## src/rtl/pc_gen.sv

```systemverilog
// pc_gen: program-counter generation with redirect, trap vectoring and fault parking.
module pc_gen #(
   parameter logic [31:0] RESET_VEC = 32'h0000_0000,
   parameter logic [31:0] TRAP_VEC  = 32'h0000_0200,
   parameter int          DEPTH     = 256
) (
   input  logic        clk,
   input  logic        reset,
   input  logic        stall,
   input  logic        redirect_valid,
   input  logic [31:0] redirect_target,
   input  logic        trap_req,
   output logic [31:0] pc,
   output logic        pc_valid,
   output logic [31:0] epc,
   output logic [31:0] fault_addr,
   output logic [1:0]  err_code
);
   typedef enum logic [1:0] {BOOT, RUN, FAULT} state_t;

   localparam logic [31:0] PC_LIMIT = 32'(DEPTH) << 2;
   localparam logic [31:0] PC_LAST  = PC_LIMIT - 32'd4;

   state_t      state_q, state_d;
   logic [31:0] pc_q, pc_d, epc_q, epc_d, fault_addr_q, fault_addr_d;
   logic        pc_valid_q, pc_valid_d;
   logic [1:0]  err_code_q, err_code_d;
   logic        tgt_misaligned, tgt_out_of_range;

   assign tgt_misaligned   = redirect_target[1:0] != 2'b00;
   assign tgt_out_of_range = redirect_target >= PC_LIMIT;

   always_comb begin
      state_d      = state_q;
      pc_d         = pc_q;
      pc_valid_d   = pc_valid_q;
      epc_d        = epc_q;
      fault_addr_d = fault_addr_q;
      err_code_d   = err_code_q;
      case (state_q)
         BOOT: begin
            state_d    = RUN;
            pc_valid_d = 1'b1;
         end
         RUN: begin
            if (trap_req) begin
               epc_d = pc_q;
               pc_d  = TRAP_VEC;
            end else if (redirect_valid) begin
               if (tgt_misaligned || tgt_out_of_range) begin
                  state_d      = FAULT;
                  err_code_d   = tgt_misaligned ? 2'b01 : 2'b10;
                  fault_addr_d = redirect_target;
                  pc_valid_d   = 1'b0;
               end else begin
                  pc_d = redirect_target;
               end
            end else if (!stall) begin
               // Running off the end of memory faults instead of wrapping.
               if (pc_q == PC_LAST) begin
                  state_d      = FAULT;
                  err_code_d   = 2'b10;
                  fault_addr_d = pc_q + 32'd4;
                  pc_valid_d   = 1'b0;
               end else begin
                  pc_d = pc_q + 32'd4;
               end
            end
         end
         FAULT: begin
            if (trap_req) begin
               state_d    = RUN;
               epc_d      = fault_addr_q;
               pc_d       = TRAP_VEC;
               err_code_d = 2'b00;
               pc_valid_d = 1'b1;
            end
         end
         default: state_d = BOOT;
      endcase
   end

   always_ff @(posedge clk) begin
      if (reset) begin
         state_q      <= BOOT;
         pc_q         <= RESET_VEC;
         pc_valid_q   <= 1'b0;
         epc_q        <= 32'd0;
         fault_addr_q <= 32'd0;
         err_code_q   <= 2'b00;
      end else begin
         state_q      <= state_d;
         pc_q         <= pc_d;
         pc_valid_q   <= pc_valid_d;
         epc_q        <= epc_d;
         fault_addr_q <= fault_addr_d;
         err_code_q   <= err_code_d;
      end
   end

   assign pc         = pc_q;
   assign pc_valid   = pc_valid_q;
   assign epc        = epc_q;
   assign fault_addr = fault_addr_q;
   assign err_code   = err_code_q;
endmodule

```

## config.mk

```make
export PLATFORM = sky130hd
export DESIGN_NAME = pc_gen
export DESIGN_NICKNAME = d
export VERILOG_FILES = /design/src/rtl/pc_gen.sv
export SDC_FILE = /design/constraint.sdc
export NUM_CORES = 1
export LEC_CHECK = 0
export CAP_MARGIN = 40
export CORE_MARGIN = 3
export CORE_UTILIZATION = 50
export DETAILED_ROUTE_END_ITERATION = 10
export PLACE_DENSITY = 0.82
export SYNTH_ARGS = -nofsm -noshare
export SYNTH_HDL_FRONTEND = slang
export SYNTH_SLANG_ARGS = --single-unit
```

## constraint.sdc

```tcl
create_clock -name clk -period 6.94 [get_ports clk]
set_input_delay 1.041 -clock clk [delete_from_list [all_inputs] [get_ports clk]]
set_output_delay 1.041 -clock clk [all_outputs]
set_load 0.01 [all_outputs]
```

==> key figures, run 1 <==
Flow run
  • Max-cap violation count: 0

Clock tree
  • CTS root buf: clkbuf_8
  • CTS buffer count: 9
  • H-tree levels: 3
  • CTS tree: done
  • Clock latency on the worst-skew pair: roughly 0.38 ns
  • CTS Sinks: ~100
  • Clock Tree Buf Depth: 2
  • CTS Hold Bufs: 0
  • Post-CTS Setup Bufs: 0
  • Clk slew on worst S/H paths: 0.10 ns
  • Post-CTS sizing: 0

Drt
  • Antenna-violating nets left: 0
  • Routed WL: between 15 and 20 mm
  • Average wire per standard cell: 18.5 µm
  • Via count: around 5000
  • Post-DR vias/cell: between 6 and 7
  • DRT iter0 DRCs: 394
  • DRC Markers: 0
  • First-pass detailed-route iteration total: 5

Setup path
  • RR Endpoint: pc[13]$_SDFFE_PP0P_
  • Crit path required time: 7.26 ns
  • CP Cell Sequence: ha_1 > nand3_1 > or4_1 > o21ba_1 > o31a_1 > a21oi_2 > buf_4 > a22o_1
  • CP max-delay cell: a21oi_2
  • Critical Path AT: about 3.9 ns
  • R2r setup slk: between 3 and 4 ns
  • Critical path class: reg -> reg
  • Critical Path Sink Type: flop
  • R2r startpoint: pc[2]$_SDFFE_PP0P_
  • Critical Path Start Type: flop
  • Reg2Reg Depth: 8
  • CP Max Fanout: 15
  • Slowest Stage Delay on Critical Path: about 0.70 ns

Worst hold path
  • Hold Crit Class: reg -> reg
  • Worst Hold Path EP: pc_valid$_SDFFE_PP0P_
  • Hold depth: 2
  • Hold_sp: pc_valid$_SDFFE_PP0P_

Yosys
  • Sequential area share after synthesis: 40.3%
  • Number of flops mapped to enable cells by yosys: 0
  • Cell count after synthesis: between 500 and 600
  • Async SR Flop Fraction: 0%
  • Unique masters post-synth: 47
  • Yosys warns: 0
  • Avg Inst Size Synth: 8.58 µm²
  • Top_reg_cell synth: dfxtp_1
  • Register bit total from synthesis: ~100
  • Synthesized area: between 0.005 and 0.006 mm²
  • Syn nets: 627

Power
  • Sequential Power Share: 47.1%
  • Comb power frac: 25.4%
  • Pleak: roughly 2.3 nW
  • Sw frac: about a third
  • Peak VDD IR: ~0.12 mV
  • Sw Pwr: about 0.00046 W
  • Cell Int Power: approximately 0.00098 W
  • Power Density: around 220 mW/mm²
  • Clock power share: about 28%

STA
  • Final hold viol count: 0
  • Slew Viols, Final: 0
  • Post-layout minimum cycle time: around 3.5 ns
  • Setup Skew: between 0.015 and 0.02 ns
  • TNS Setup: 0 ns
  • Hold_ws: approximately 0.48 ns
  • Slew @ Worst Pin: roughly 0.93 ns
  • Crit share post-route: about half
  • Fmax: between 200 and 300 MHz
  • Slew margin rel.: a little under two fifths
  • RSZ-0062 raised after global routing: false
  • Final setup violation count: 0
  • PnR worst setup slack: between 3 and 4 ns

Floorplanning
  • Die width: about 110 µm
  • # rows: 35
  • Num ports: ~140
  • Initial Util: 52.8%
  • Core ar.: 0.00950 mm²
  • Die area: 0.0113 mm²
  • Die Ht: about 110 µm

Placed design
  • RePlAce Congestion: approximately 0.94
  • Placed cells: between 800 and 900
  • Setup WS pre-CTS: approximately 3.2 ns
  • DP HPWL: approximately 11 mm
  • IO buf count: 135

Global route
  • Initial antenna violation count: 0
  • Pin count of the biggest net entering global routing: slightly below 70
  • Total gr overflow: 0
  • First-pass GRT wire length: 24.6 mm
  • GRT Total Usage: a little over a quarter
  • Number of global-route vias before repair: between 4000 and 5000

Status
  • Status: complete, no violations

Layout
  • Fin cells: ~820
  • Share of cells above drive strength 1: ~4.5%
  • Final #Nets: between 700 and 800
  • Number of inserted diodes: 0
  • Area added between synthesis and finish: 32.2%
-- worst max-delay path by stage --
stage | cells past startpoint | startpoint | endpoint | slack (ns)
4_1_cts | 8 | pc[2]$_SDFFE_PP0P_ | pc[13]$_SDFFE_PP0P_ | 3.47
6_report | 8 | pc[2]$_SDFFE_PP0P_ | pc[13]$_SDFFE_PP0P_ | 3.40
3_3_place_gp | 7 | redirect_target[15] | fault_addr[9]$_SDFFE_PP0P_ | 3.01
2_1_floorplan | 7 | redirect_target[29] | fault_addr[9]$_SDFFE_PP0P_ | 4.20
5_1_grt | 8 | pc[2]$_SDFFE_PP0P_ | pc[14]$_SDFFE_PP0P_ | 3.25
3_5_place_dp | 8 | redirect_target[27] | fault_addr[9]$_SDFFE_PP0P_ | 3.22
-- cell type report --
type                       count  area (µm²)
fill                         749        2860
multi-input combinational    430        2780
sequential                   101        2020
timing repair buffer         142        1450
tap                          129         161
clock buffer                  10         128
clock inverter                 6        76.3
inverter                       5        18.8
-- synthesized netlist by cell type, types with 5 or more instances --
library cell  instances  area, µm²
buf_1                 7       26.3
nand2_1              67        251
nand2b_1              5       31.3
and3_1               17        106
o21ai_0              21        105
buf_2                 5       25.0
dfxtp_1             101       2020
mux2i_1              37        370
xor2_1               10       87.6
a32o_1                5       50.1
o2bb2ai_1             8       70.1
ha_1                  5       62.6
nor2_1               51        191
nor4_1               17        106
o21a_1                7       52.6
a22o_1               16        140
a21oi_1              25        125
a21o_1                5       37.5
or4_1                 7       52.6
o211ai_1              8       60.1
a211oi_1             40        300
nand3_1              15       75.1
clkbuf_1             33        124
inv_1                 5       18.8
a31o_1                5       43.8
xnor2_1              14        123
nand4_1              14       87.6
nor2b_1               5       31.3
nor3_1                5       25.0
-- through the flow --
stage          power [W]  utilization (%)  cell area [µm²]
2_1_floorplan   0.000880                -             5020
3_3_place_gp     0.00103             66.8             6350
3_5_place_dp     0.00106             67.7             6430
4_1_cts          0.00145             69.9             6640
5_1_grt          0.00151             69.9             6640
6_report         0.00144             69.9             6640
-- registers in the layout, summed over array words and instances, names as in the netlist --
signal	count
epc	32
err_code	2
pc_valid	1
fault_addr	32
pc	32
state_q	2
-- placed cells by master (no fill, tap or decap), drive strengths merged, types with 7 or more instances in the layout --
cell | synthesis | final
clkdlybuf4s50 | 0 | 133
nor4 | 17 | 17
o2bb2ai | 8 | 8
inv | 5 | 8
clkbuf | 33 | 10
a22o | 16 | 16
or4 | 8 | 8
dfxtp | 101 | 101
xnor2 | 14 | 14
buf | 16 | 9
mux2i | 37 | 37
nand4 | 14 | 14
a21oi | 26 | 26
nand2 | 67 | 67
nor2 | 51 | 51
a211oi | 40 | 40
o21ai | 21 | 21
nand3 | 15 | 15
and3 | 17 | 17
o21a | 7 | 7
xor2 | 10 | 10
o211ai | 8 | 8
-- cell families after synthesis --
logic type,Yosys count,share of synthesized area [%]
AOI/OAI and AO/OA,150,21.5
xor gates and xnor gates,24,4.19
adders and majority gates,5,1.25
buffers and inverters,54,4.54
DFF,101,40.3
muxes,38,7.60
and+or+nand+nor,213,20.6
-- critical path: cells and delay by family (launching register included) --
kind | cells | cell delay (ns)
AO/OA/AOI/OAI | 4 | 1.48
AND/OR/NAND/NOR | 2 | 0.91
flip-flops | 1 | 0.48
buffers and inverters | 1 | 0.36
adder cells (fa/ha/maj) | 1 | 0.26
-- per-layer routing --
layer | part of all wire [%] | routed length (µm) | vias up | track usage (%)
met5 | 0 | 0 | - | 0
met1 | 42 | 6380 | 2421 | 34.2
met3 | 7.7 | 1170 | 32 | 5.83
met4 | 2.2 | 341 | 0 | 8.79
li1 | - | - | 2350 | -
met2 | 48 | 7350 | 232 | 44.5
-- power by group through the flow --
stage,Clock [W],Sequential (W),Combinational [W]
after CTS,0.000400,0.000679,0.000367
after detailed placement,0,0.000692,0.000365
final,0.000397,0.000680,0.000366
after floorplan,0,0.000699,0.000180
after global placement,0,0.000688,0.000347
after global routing,0.000422,0.000688,0.000397
Note: power is estimated with default switching activity, not from simulation.
==> run 2, diff against run 1 <==
--- a/config.mk
+++ b/config.mk
@@ -7,9 +7,9 @@
 export LEC_CHECK = 0
 export CAP_MARGIN = 40
 export CORE_MARGIN = 3
-export CORE_UTILIZATION = 50
+export CORE_UTILIZATION = 49
 export DETAILED_ROUTE_END_ITERATION = 10
-export PLACE_DENSITY = 0.82
+export PLACE_DENSITY = 0.81
 export SYNTH_ARGS = -nofsm -noshare
 export SYNTH_HDL_FRONTEND = slang
 export SYNTH_SLANG_ARGS = --single-unit
==> constraint.sdc (replaced) <==
create_clock -name clk -period 3.49 [get_ports clk]
set_input_delay 0.5235 -clock clk [delete_from_list [all_inputs] [get_ports clk]]
set_output_delay 0.5235 -clock clk [all_outputs]
set_load 0.01 [all_outputs]
==> run 2 against run 1 <==
Global-route usage up 0.47 points; worst hold slack better by 0.0053 ns; sequential share of layout area down 0.30 points; largest power group unchanged.
==> key figures, run 2 (synthesized netlist as in run 1, its figures left out) <==
Global route
  • First-pass GRT wire length: between 20 and 30 mm
  • Number of global-route vias before repair: around 4900
  • Pin count of the biggest net entering global routing: 68
  • Total gr overflow: 0
  • GRT Total Usage: 27.1%
  • Initial antenna violation count: 0

STA
  • Post-layout minimum cycle time: 3.15 ns
  • RSZ-0062 raised after global routing: false
  • Fmax: between 300 and 400 MHz
  • TNS Setup: 0 ns
  • Final setup violation count: 0
  • PnR worst setup slack: approximately 0.34 ns
  • Hold_ws: about 0.48 ns
  • Slew margin rel.: about half
  • Crit share post-route: 90.2%
  • Slew Viols, Final: 0
  • Slew @ Worst Pin: between 0.7 and 0.8 ns
  • Final hold viol count: 0
  • Setup Skew: roughly 0.015 ns

Placed design
  • DP HPWL: roughly 11 mm
  • Setup WS pre-CTS: about 0.46 ns
  • Placed Area: ~0.0065 mm²
  • RePlAce Congestion: approximately 0.95
  • Placed cells: between 800 and 900
  • IO buf count: roughly 140

Power
  • Sw Pwr: 0.000918 W
  • Power Density: about 440 mW/mm²
  • Cell Int Power: roughly 0.002 W
  • Comb power frac: roughly a quarter
  • Peak VDD IR: approximately 0.25 mV
  • Pleak: 2.30 nW
  • Sequential Power Share: between 40 and 50%
  • Sw frac: just over 30%
  • Clock power share: 29.0%

Drt
  • First-pass detailed-route iteration total: 5
  • Antenna-violating nets left: 0
  • DRT iter0 DRCs: roughly 340
  • DRC Markers: 0
  • Post-DR vias/cell: approximately 6.0
  • Average wire per standard cell: approximately 19 µm
  • Routed WL: between 15 and 20 mm
  • Via count: around 5000

Setup path
  • Critical Path Sink Type: flop
  • Crit path required time: roughly 3.8 ns
  • CP delay by family, top: compound AO/OA/AOI/OAI gates
  • CP Cell Sequence: ha_1 > nand3_1 > or4_1 > o21ba_1 > o31a_1 > a21oi_2 > buf_4 > a22o_1
  • CP Buf/Inv Count: 1
  • Critical Path Start Type: flop
  • Critical path class: reg -> reg
  • CP Max Fanout: 22
  • Critical Path AT: about 3.5 ns
  • CP max-delay cell: or4_1
  • Slowest Stage Delay on Critical Path: 0.62 ns

Clock tree
  • CTS tree: done
  • Post-CTS Setup Bufs: 0
  • Clk slew on worst S/H paths: roughly 0.10 ns
  • CTS Hold Bufs: 0
  • CTS Sinks: between 100 and 150
  • Post-CTS sizing: 0
  • H-tree levels: 3
  • CTS root buf: clkbuf_8
  • CTS buffer count: 9
  • Clock Tree Buf Depth: 2
  • Clock latency on the worst-skew pair: around 0.38 ns

Worst hold path
  • Hold Crit Class: reg -> reg

Layout
  • Design area: 0.00671 mm²
  • Fin cells: between 800 and 900
  • Commonest cells after routing, fill and taps aside: 133 x clkdlybuf4s50_1, 101 x dfxtp_1, 67 x nand2_1
  • Area added between synthesis and finish: 33.5%
  • Number of inserted diodes: 0
  • Share of cells above drive strength 1: between 5 and 6%
  • Final #Nets: 738
  • Commonest non-fill, non-tap cell in the layout: clkdlybuf4s50_1

Status
  • Status: complete, no violations

Floorplanning
  • Num ports: between 100 and 150
  • Die width: 107 µm
  • # rows: 36
  • Die area: about 0.011 mm²
  • Die Ht: 107 µm
  • Initial Util: 50.9%
  • Core ar.: a little under 0.01 mm²

Flow run
  • Max-cap violation count: 0
-- run 2: cell type report --
class,count,area [µm²]
repair buffers,149,1490
fillers,804,3160
inverters,5,18.8
clock inverters,7,104
clock buffers,9,124
multi-input cells,430,2780
well taps,133,166
flip-flops and latches,101,2020
-- run 2: through the flow --
stage / utilization (%) / total power, W
after global routing: 68.0 / 0.00308
after CTS: 68.0 / 0.00295
after floorplan: - / 0.00175
final: 68.0 / 0.00295
after global placement: 65.4 / 0.00208
after detailed placement: 65.7 / 0.00211
-- run 2: path summary, 6_finish.rpt --
path | start | slack (ns) | cells past startpoint | end
setup / recovery | pc[2]$_SDFFE_PP0P_ | 0.34 | 8 | pc[13]$_SDFFE_PP0P_
hold / removal | fault_addr[10]$_SDFFE_PP0P_ | 0.48 | 2 | fault_addr[10]$_SDFFE_PP0P_
setup reg to reg | pc[2]$_SDFFE_PP0P_ | 0.34 | 8 | pc[13]$_SDFFE_PP0P_
hold reg to reg | fault_addr[10]$_SDFFE_PP0P_ | 0.48 | 2 | fault_addr[10]$_SDFFE_PP0P_
-- run 2: worst register-to-register path, cell delays in order (launching register included) --
cell	delay (ns)
dfxtp_1	0.45
ha_1	0.25
nand3_1	0.25
or4_1	0.62
o21ba_1	0.22
o31a_1	0.36
a21oi_2	0.36
buf_4	0.37
a22o_1	0.21
-- run 2: power groups by stage --
stage | Combinational, W | Clock [W] | Sequential (W)
finish | 0.000754 | 0.000856 | 0.00134
global route | 0.000815 | 0.000909 | 0.00136
CTS | 0.000750 | 0.000863 | 0.00134
detailed placement | 0.000743 | 0 | 0.00136
global placement | 0.000724 | 0 | 0.00136
floorplan | 0.000359 | 0 | 0.00139
-- run 2: routing by layer --
| metal | GRT usage (%) | part of all wire, % | vias to the layer above |
|---|---|---|---|
| met5 | 0 | 0 | - |
| met2 | 44.7 | 48 | 207 |
| li1 | - | - | 2367 |
| met3 | 5.66 | 7.1 | 29 |
| met1 | 35.6 | 43 | 2432 |
| met4 | 8.58 | 2.2 | 0 |
